**src/rtl/m_pte_port.sv**
```systemverilog
// m_pte_port: single-outstanding PTE read/write-back responder bridging MMU walks onto the DRAM arbiter.
// Optional one-entry PTE buffer enabled by defining PTE_PORT_BUF_EN.
module m_pte_port #(
    parameter int ADDR_W  = 32,
    parameter int TIMEOUT = 1023,
    parameter int CNT_W   = 10
) (
    input  logic              CLK,
    input  logic              RST,
    input  logic              i_pte_req,
    input  logic              i_pte_we,
    input  logic [ADDR_W-1:0] i_pte_addr,
    input  logic [31:0]       i_pte_wdata,
    input  logic              i_flush,
    output logic              o_busy,
    output logic [31:0]       o_rdata,
    output logic              o_done,
    output logic              o_err,
    output logic              o_dram_req,
    output logic              o_dram_we,
    output logic [ADDR_W-1:0] o_dram_addr,
    output logic [31:0]       o_dram_wdata,
    input  logic              i_dram_ack,
    input  logic [31:0]       i_dram_rdata
);
    typedef enum logic [1:0] {IDLE, WAIT, RESP} state_t;
    state_t state;
    logic [CNT_W-1:0] cnt;
    // last WAIT cycle: counter would reach TIMEOUT on this edge
    logic last;
    assign last = (cnt == CNT_W'(TIMEOUT - 1));
`ifdef PTE_PORT_BUF_EN
    logic              buf_valid;
    logic [ADDR_W-1:0] buf_addr;
    logic [31:0]       buf_data;
    logic              buf_match;
    assign buf_match = buf_valid && (buf_addr == i_pte_addr);
`else
    logic unused_flush;
    assign unused_flush = i_flush;
`endif

    always_ff @(posedge CLK or posedge RST) begin
        if (RST) begin
            state        <= IDLE;
            cnt          <= '0;
            o_busy       <= 1'b0;
            o_rdata      <= '0;
            o_done       <= 1'b0;
            o_err        <= 1'b0;
            o_dram_req   <= 1'b0;
            o_dram_we    <= 1'b0;
            o_dram_addr  <= '0;
            o_dram_wdata <= '0;
`ifdef PTE_PORT_BUF_EN
            buf_valid    <= 1'b0;
            buf_addr     <= '0;
            buf_data     <= '0;
`endif
        end else begin
            case (state)
                IDLE: if (i_pte_req) begin
`ifdef PTE_PORT_BUF_EN
                    if (i_pte_we && buf_match) buf_data <= i_pte_wdata;
                    if (!i_pte_we && buf_match) begin
                        o_rdata <= buf_data;
                        o_done  <= 1'b1;
                        state   <= RESP;
                    end else
`endif
                    begin
                        o_dram_we    <= i_pte_we;
                        o_dram_addr  <= i_pte_addr;
                        o_dram_wdata <= i_pte_wdata;
                        o_busy       <= 1'b1;
                        o_dram_req   <= 1'b1;
                        cnt          <= '0;
                        state        <= WAIT;
                    end
                end
                WAIT: begin
                    if (i_dram_ack) begin
                        if (!o_dram_we) begin
                            o_rdata <= i_dram_rdata;
`ifdef PTE_PORT_BUF_EN
                            buf_valid <= 1'b1;
                            buf_addr  <= o_dram_addr;
                            buf_data  <= i_dram_rdata;
`endif
                        end
                        o_dram_req <= 1'b0;
                        o_busy     <= 1'b0;
                        o_done     <= 1'b1;
                        state      <= RESP;
                    end else if (last) begin
                        o_err      <= 1'b1;
                        o_rdata    <= '0;
                        o_dram_req <= 1'b0;
                        o_busy     <= 1'b0;
                        o_done     <= 1'b1;
                        state      <= RESP;
                    end else begin
                        cnt <= cnt + 1'b1;
                    end
                end
                RESP: begin
                    o_done <= 1'b0;
                    state  <= IDLE;
                end
                default: state <= IDLE;
            endcase
`ifdef PTE_PORT_BUF_EN
            // placed last so a flush overrides a same-cycle fill
            if (i_flush) buf_valid <= 1'b0;
`endif
        end
    end
endmodule

```
**config.mk**
```make
export PLATFORM = sky130hd
export DESIGN_NAME = m_pte_port
export DESIGN_NICKNAME = d
export VERILOG_FILES = /design/src/rtl/m_pte_port.sv
export SDC_FILE = /design/constraint.sdc
export NUM_CORES = 1
export LEC_CHECK = 0
export BUFFER_PORTS_ARGS = -buffer_cell sky130_fd_sc_hd__buf_2
export CAP_MARGIN = 20
export CORE_UTILIZATION = 41
export DETAILED_ROUTE_END_ITERATION = 8
export PLACE_DENSITY = 0.72
export SLEW_MARGIN = 10
export SYNTH_ARGS = -nofsm -noshare
export SYNTH_HDL_FRONTEND = slang
export SYNTH_SLANG_ARGS = --single-unit
```
**constraint.sdc**
```tcl
create_clock -name CLK -period 4.1 [get_ports CLK]
set_clock_uncertainty 0.1 [all_clocks]
set_input_delay 0.205 -clock CLK [delete_from_list [all_inputs] [get_ports CLK]]
set_output_delay 0.205 -clock CLK [all_outputs]
set_load 0.05 [all_outputs]
```
Word-level counts from Yosys, hierarchy flattened
Cells that the tools add are included.

storage, ports and cells
  output and inout port bits = 101
  logic and storage cells = 48
  register bits after elaboration = 112

operators by class
  equal/unequal tests = 8
  bitwise gates (word level) = 1
  add/subtract/negate cells = 1
  muxes and demuxes = 18
  reductions and logical operators = 11

operators by type and width
  operator                                              count
  two-way mux 32 bit                                    3
  two-way mux 10 bit                                    3
  case mux 10 bit (2 select lines)                      1
  adder 10 x 1 -> 10 bit (second input constant)        1
  equality test 10 bit (second input constant)          1
  AND reduction 3 bit                                   3
  inequality test 2 bit (second input constant)         4
  two-way mux 2 bit                                     3
  AND reduction 2 bit                                   3
  nonzero test 2 bit                                    3
  two-way mux 1 bit                                     5
  case mux 1 bit (2 select lines)                       2
  case mux 2 bit (2 select lines)                       1
  AND reduction 4 bit                                   1
  inequality test 3 bit (second input constant)         1
  equality test 2 x 1 -> 1 bit (second input constant)  1
  equality test 2 bit (second input constant)           1
  zero test 2 bit                                       1
  inverter 1 bit                                        1

Longest topological paths before layout
  depth in word-level cells = 4
  mapped depth = 8

Least setup slack after synthesis
No wires, ideal clock.

  kind = flip-flop to flip-flop
  start = register cnt[0]
  end = register cnt[2]
  cell stages (with the launch flop) = 8
  arrival = 1.442 ns
  required time = 3.874 ns
  slack = 2.432 ns
  clock period less this slack = 1.668 ns
  buffers on the path = 1
  library setup time = 0.126 ns
  path through = dfrtp_1 -> inv_1 -> ha_1 -> nand3_1 -> o31ai_2 -> and2b_1 -> buf_6 -> a221o_1

between the ends
  word-level cells in the longest chain between the ends = 4

ends and longest elaborated chain
  item                              RTL line  text
  start, declared                   28        logic [CNT_W-1:0] cnt;
  start signal, assigned            103       cnt <= cnt + 1'b1;
  adder 10 x 1 -> 10 bit            103
  two-way mux 10 bit                95        end else if (last) begin
  two-way mux 10 bit                82        if (i_dram_ack) begin
  case mux 10 bit (2 select lines)  61        case (state)

Several ways; a longest one is shown, not always the timed one. The select of a mux whose other input is x is not followed.
A chain may end at the register's enable or synchronous reset.

Worst setup path in the final report
  start = register state[1]
  end = register o_rdata[22]

between the ends
  word-level cells in the longest chain between the ends = 2

ends and longest elaborated chain
  item                                  RTL line  text
  start, declared                       27        state_t state;
  start signal, assigned                45        state <= IDLE;
  start signal, assigned                78        state <= WAIT;
  start signal, assigned                94        state <= RESP;
  equality test 2 x 1 -> 1 bit          61
  AND reduction 3 bit (no source line)  --
  end signal, assigned                  84        o_rdata <= i_dram_rdata;
  end, declared                         16        output logic [31:0] o_rdata,

Every way passes these cells.

==> key figures <==
Clocking
  – Longest Clk Path Bufs: 2
  – Clock Latency Late Sink: 0.36 ns
  – Number of buffers created by CTS: 9
  – Postcts setup bufs: 0
  – Clock transition at the registers of the reported paths: 0.10 ns
  – Clock root buffer: clkbuf_8
  – H-tree depth: 3
  – CTS tree: yes
  – Clock Sinks: 112

Global routing
  – Vias in the first global route: 3764
  – Pin count of the biggest net entering global routing: 80
  – GRT Resource Usage Total: 0.216
  – Initial antenna violation count: 0
  – Global-route wire length before repair: 18600 um
  – Remaining Overflow, GRT: 0

Yosys
  – Post-Syn Area: 4350 um2
  – Post-Syn Instances: 284
  – Synth warnings: 0
  – Post-synth top cells: 112 x dfrtp_1, 65 x mux2_2, 32 x a22o_1
  – Sequential-to-total area share from yosys stat: 0.645
  – Avg Cell Area, Syn: 15.3 um2
  – Count leader, synth: dfrtp_1
  – Async S/R FF share, synth: 1.00
  – Synth Register Bits: 112
  – Synth area leader: dfrtp_1
  – Unique masters post-synth: 40
  – Most used DFF post-synth: dfrtp_1
  – Top post-synthesis cells by area: dfrtp_1 64%, mux2_2 17%, a22o_1 6.4%
  – Syn Nets: 388
  – Post-synth top area share: 0.645
  – Number of synthesized flops with an enable pin: 0

STA
  – Final setup fails: 0
  – Relative slew slack: 0.379
  – Tmin final: 2.23 ns
  – RSZ-0062 raised after global routing: no
  – Setup TNS: 0 ns
  – Min Hold Slack: 0.125 ns
  – Final worst-path cycle share: 0.543
  – Hold Vio Cnt, Final: 0
  – Final slew viol count: 0
  – Worst-Margin Slew: 0.931 ns
  – Max Clk Rate: 449 MHz

Setup path
  – Critical Path AT: 2.37 ns
  – Crit-path cells: nor2b_1 > nor3b_4 > a21oi_2 > buf_4 > a22o_1
  – Crit-path slowest cell: nor2b_1
  – Worst reg2reg startpoint: state[1]$_DFFE_PP0P_
  – Worst R2R End: o_rdata[22]$_DFFE_PP0P_
  – Critical Path Sink Type: flip-flop
  – CP Max Fanout: 27
  – CP required: 4.25 ns
  – CP startpoint: state[1]$_DFFE_PP0P_
  – Max incr delay on CP: 0.63 ns
  – Critical Path Stages: 5
  – Setup crit start kind: flip-flop
  – R2r setup slk: 1.87 ns
  – Crit path buf inv count: 1
  – Worst Path Class, Setup: flip-flop to flip-flop
  – Family with the most delay on the worst path: simple AND/OR/NAND/NOR gates
  – CP Capture Point: o_rdata[22]$_DFFE_PP0P_
  – R2R depth: 5

Power
  – Pwr Density: 808 nW/um2
  – Pwr Total: 0.00537 W
  – Leak: 3.30 nW
  – Maximum vdd drop: 0.000443 V

Die
  – Die Footprint: 11000 um2
  – Core area: 10300 um2
  – Die Y: 105 um
  – Std cell rows: 37
  – Initial core utilization: 0.421
  – IO Pins: 203
  – Die width: 105 um

Outcome
  – Status: complete, no violations

Route
  – DR DRC count: 0
  – Initial drt markers: 228
  – Routed Antenna Nets: 0
  – Via density: 4.87
  – WL final: 11600 um
  – Drt wl/cell: 16.0 um
  – Via Count: 3525
  – Pre-antenna DRT Iters: 4

Placement
  – Post-Place Cells: 610
  – GP Congestion: 0.774
  – Buffers added on ports: 201
  – Hpwl dp: 7070 um

Layout
  – Share of layout cells above drive strength 1: 0.507
  – Fin util: 0.643
  – Fillers: 737
  – Non-filler cells, final: 724
  – Nets@finish: 687
  – Layout area overhead: 52.8%
  – Ant. Diodes: 0

Worst hold path
  – HP Class: input port to flip-flop
  – Min-delay src: i_dram_ack
  – Hold path cells: 3

Job
  – Max-cap viol count: 0
==> worst reg2reg max path: cells and delay by family (launching register included) <==
kind	cells	cell delay [ns]
buffers and inverters	1	0.26
and+or+nand+nor	2	0.95
DFF	1	0.47
AOI/OAI and AO/OA	2	0.33
==> state kept, by name, summed over array words and instances (netlist names) <==
name,flops
o_dram_addr,32
o_dram_wdata,32
o_rdata,32
cnt,10
state,2
o_done,1
o_dram_req,1
o_dram_we,1
o_err,1
==> where the power goes <==
group	internal, W	switching [W]
logic	0.000802	0.00210
clock network	0.000259	0.000365
registers	0.00156	0.000280
==> final cells by class <==
class	instances	area [um2]	share of cell area
tap	136	170	0.0256
clock inverter	5	40.0	0.00603
clock buffer	11	151	0.0228
multi-input combinational	150	1430	0.215
timing repair buffer	304	2020	0.305
inverter	6	27.5	0.00414
sequential	112	2800	0.422
==> cells by family after synthesis <==
family	after synthesis	synth area share
and+or+nand+nor	27	0.0412
buffers and inverters	22	0.0302
adders and majority gates	2	0.00575
AOI/OAI and AO/OA	55	0.108
DFF	112	0.645
muxes	66	0.171
==> stage by stage <==
step / area, um2 / worst slack (ns)
2_1_floorplan: 4350 / 0.836
3_3_place_gp: 5470 / 1.93
3_5_place_dp: 5470 / 1.87
4_1_cts: 6640 / 1.85
5_1_grt: 6640 / 1.73
6_report: 6640 / 1.87
==> worst min path at each step <==
stage	end	slack, ns
after global placement	o_rdata[14]$_DFFE_PP0P_	0.34
after global routing	o_err$_DFFE_PP0P_	0.12
final	o_err$_DFFE_PP0P_	0.12
after CTS	o_err$_DFFE_PP0P_	0.11
after floorplan	o_rdata[0]$_DFFE_PP0P_	0.24
after detailed placement	o_rdata[7]$_DFFE_PP0P_	0.33
==> layer usage <==
layer | global-route usage | vias up | wire length, um
met5 | 0 | - | 0
met4 | 0.0714 | 0 | 218
met3 | 0.0630 | 17 | 828
met2 | 0.397 | 160 | 6100
met1 | 0.238 | 1705 | 4430
li1 | - | 1643 | -
==> timing repair <==
item                      4_1_cts  5_1_grt
hold buffers                   98        0
hold endpoints to repair      175        0
resized for setup               0        0
==> layout by cell type, fill, tap and decap left out, types with 3 or more instances in the layout <==
cell type | Yosys | routed
a211o_1 | 3 | 3
a21o_1 | 4 | 4
a22o_1 | 32 | 32
buf_2 | 10 | 201
buf_4 | 1 | 5
clkbuf_8 | 0 | 11
dfrtp_1 | 112 | 112
dlygate4sd3_1 | 0 | 98
inv_1 | 5 | 4
mux2_2 | 65 | 65
nand2_1 | 8 | 8
nand3_1 | 4 | 4
nor3b_4 | 1 | 3
Note: power is estimated with default switching activity, not from simulation.
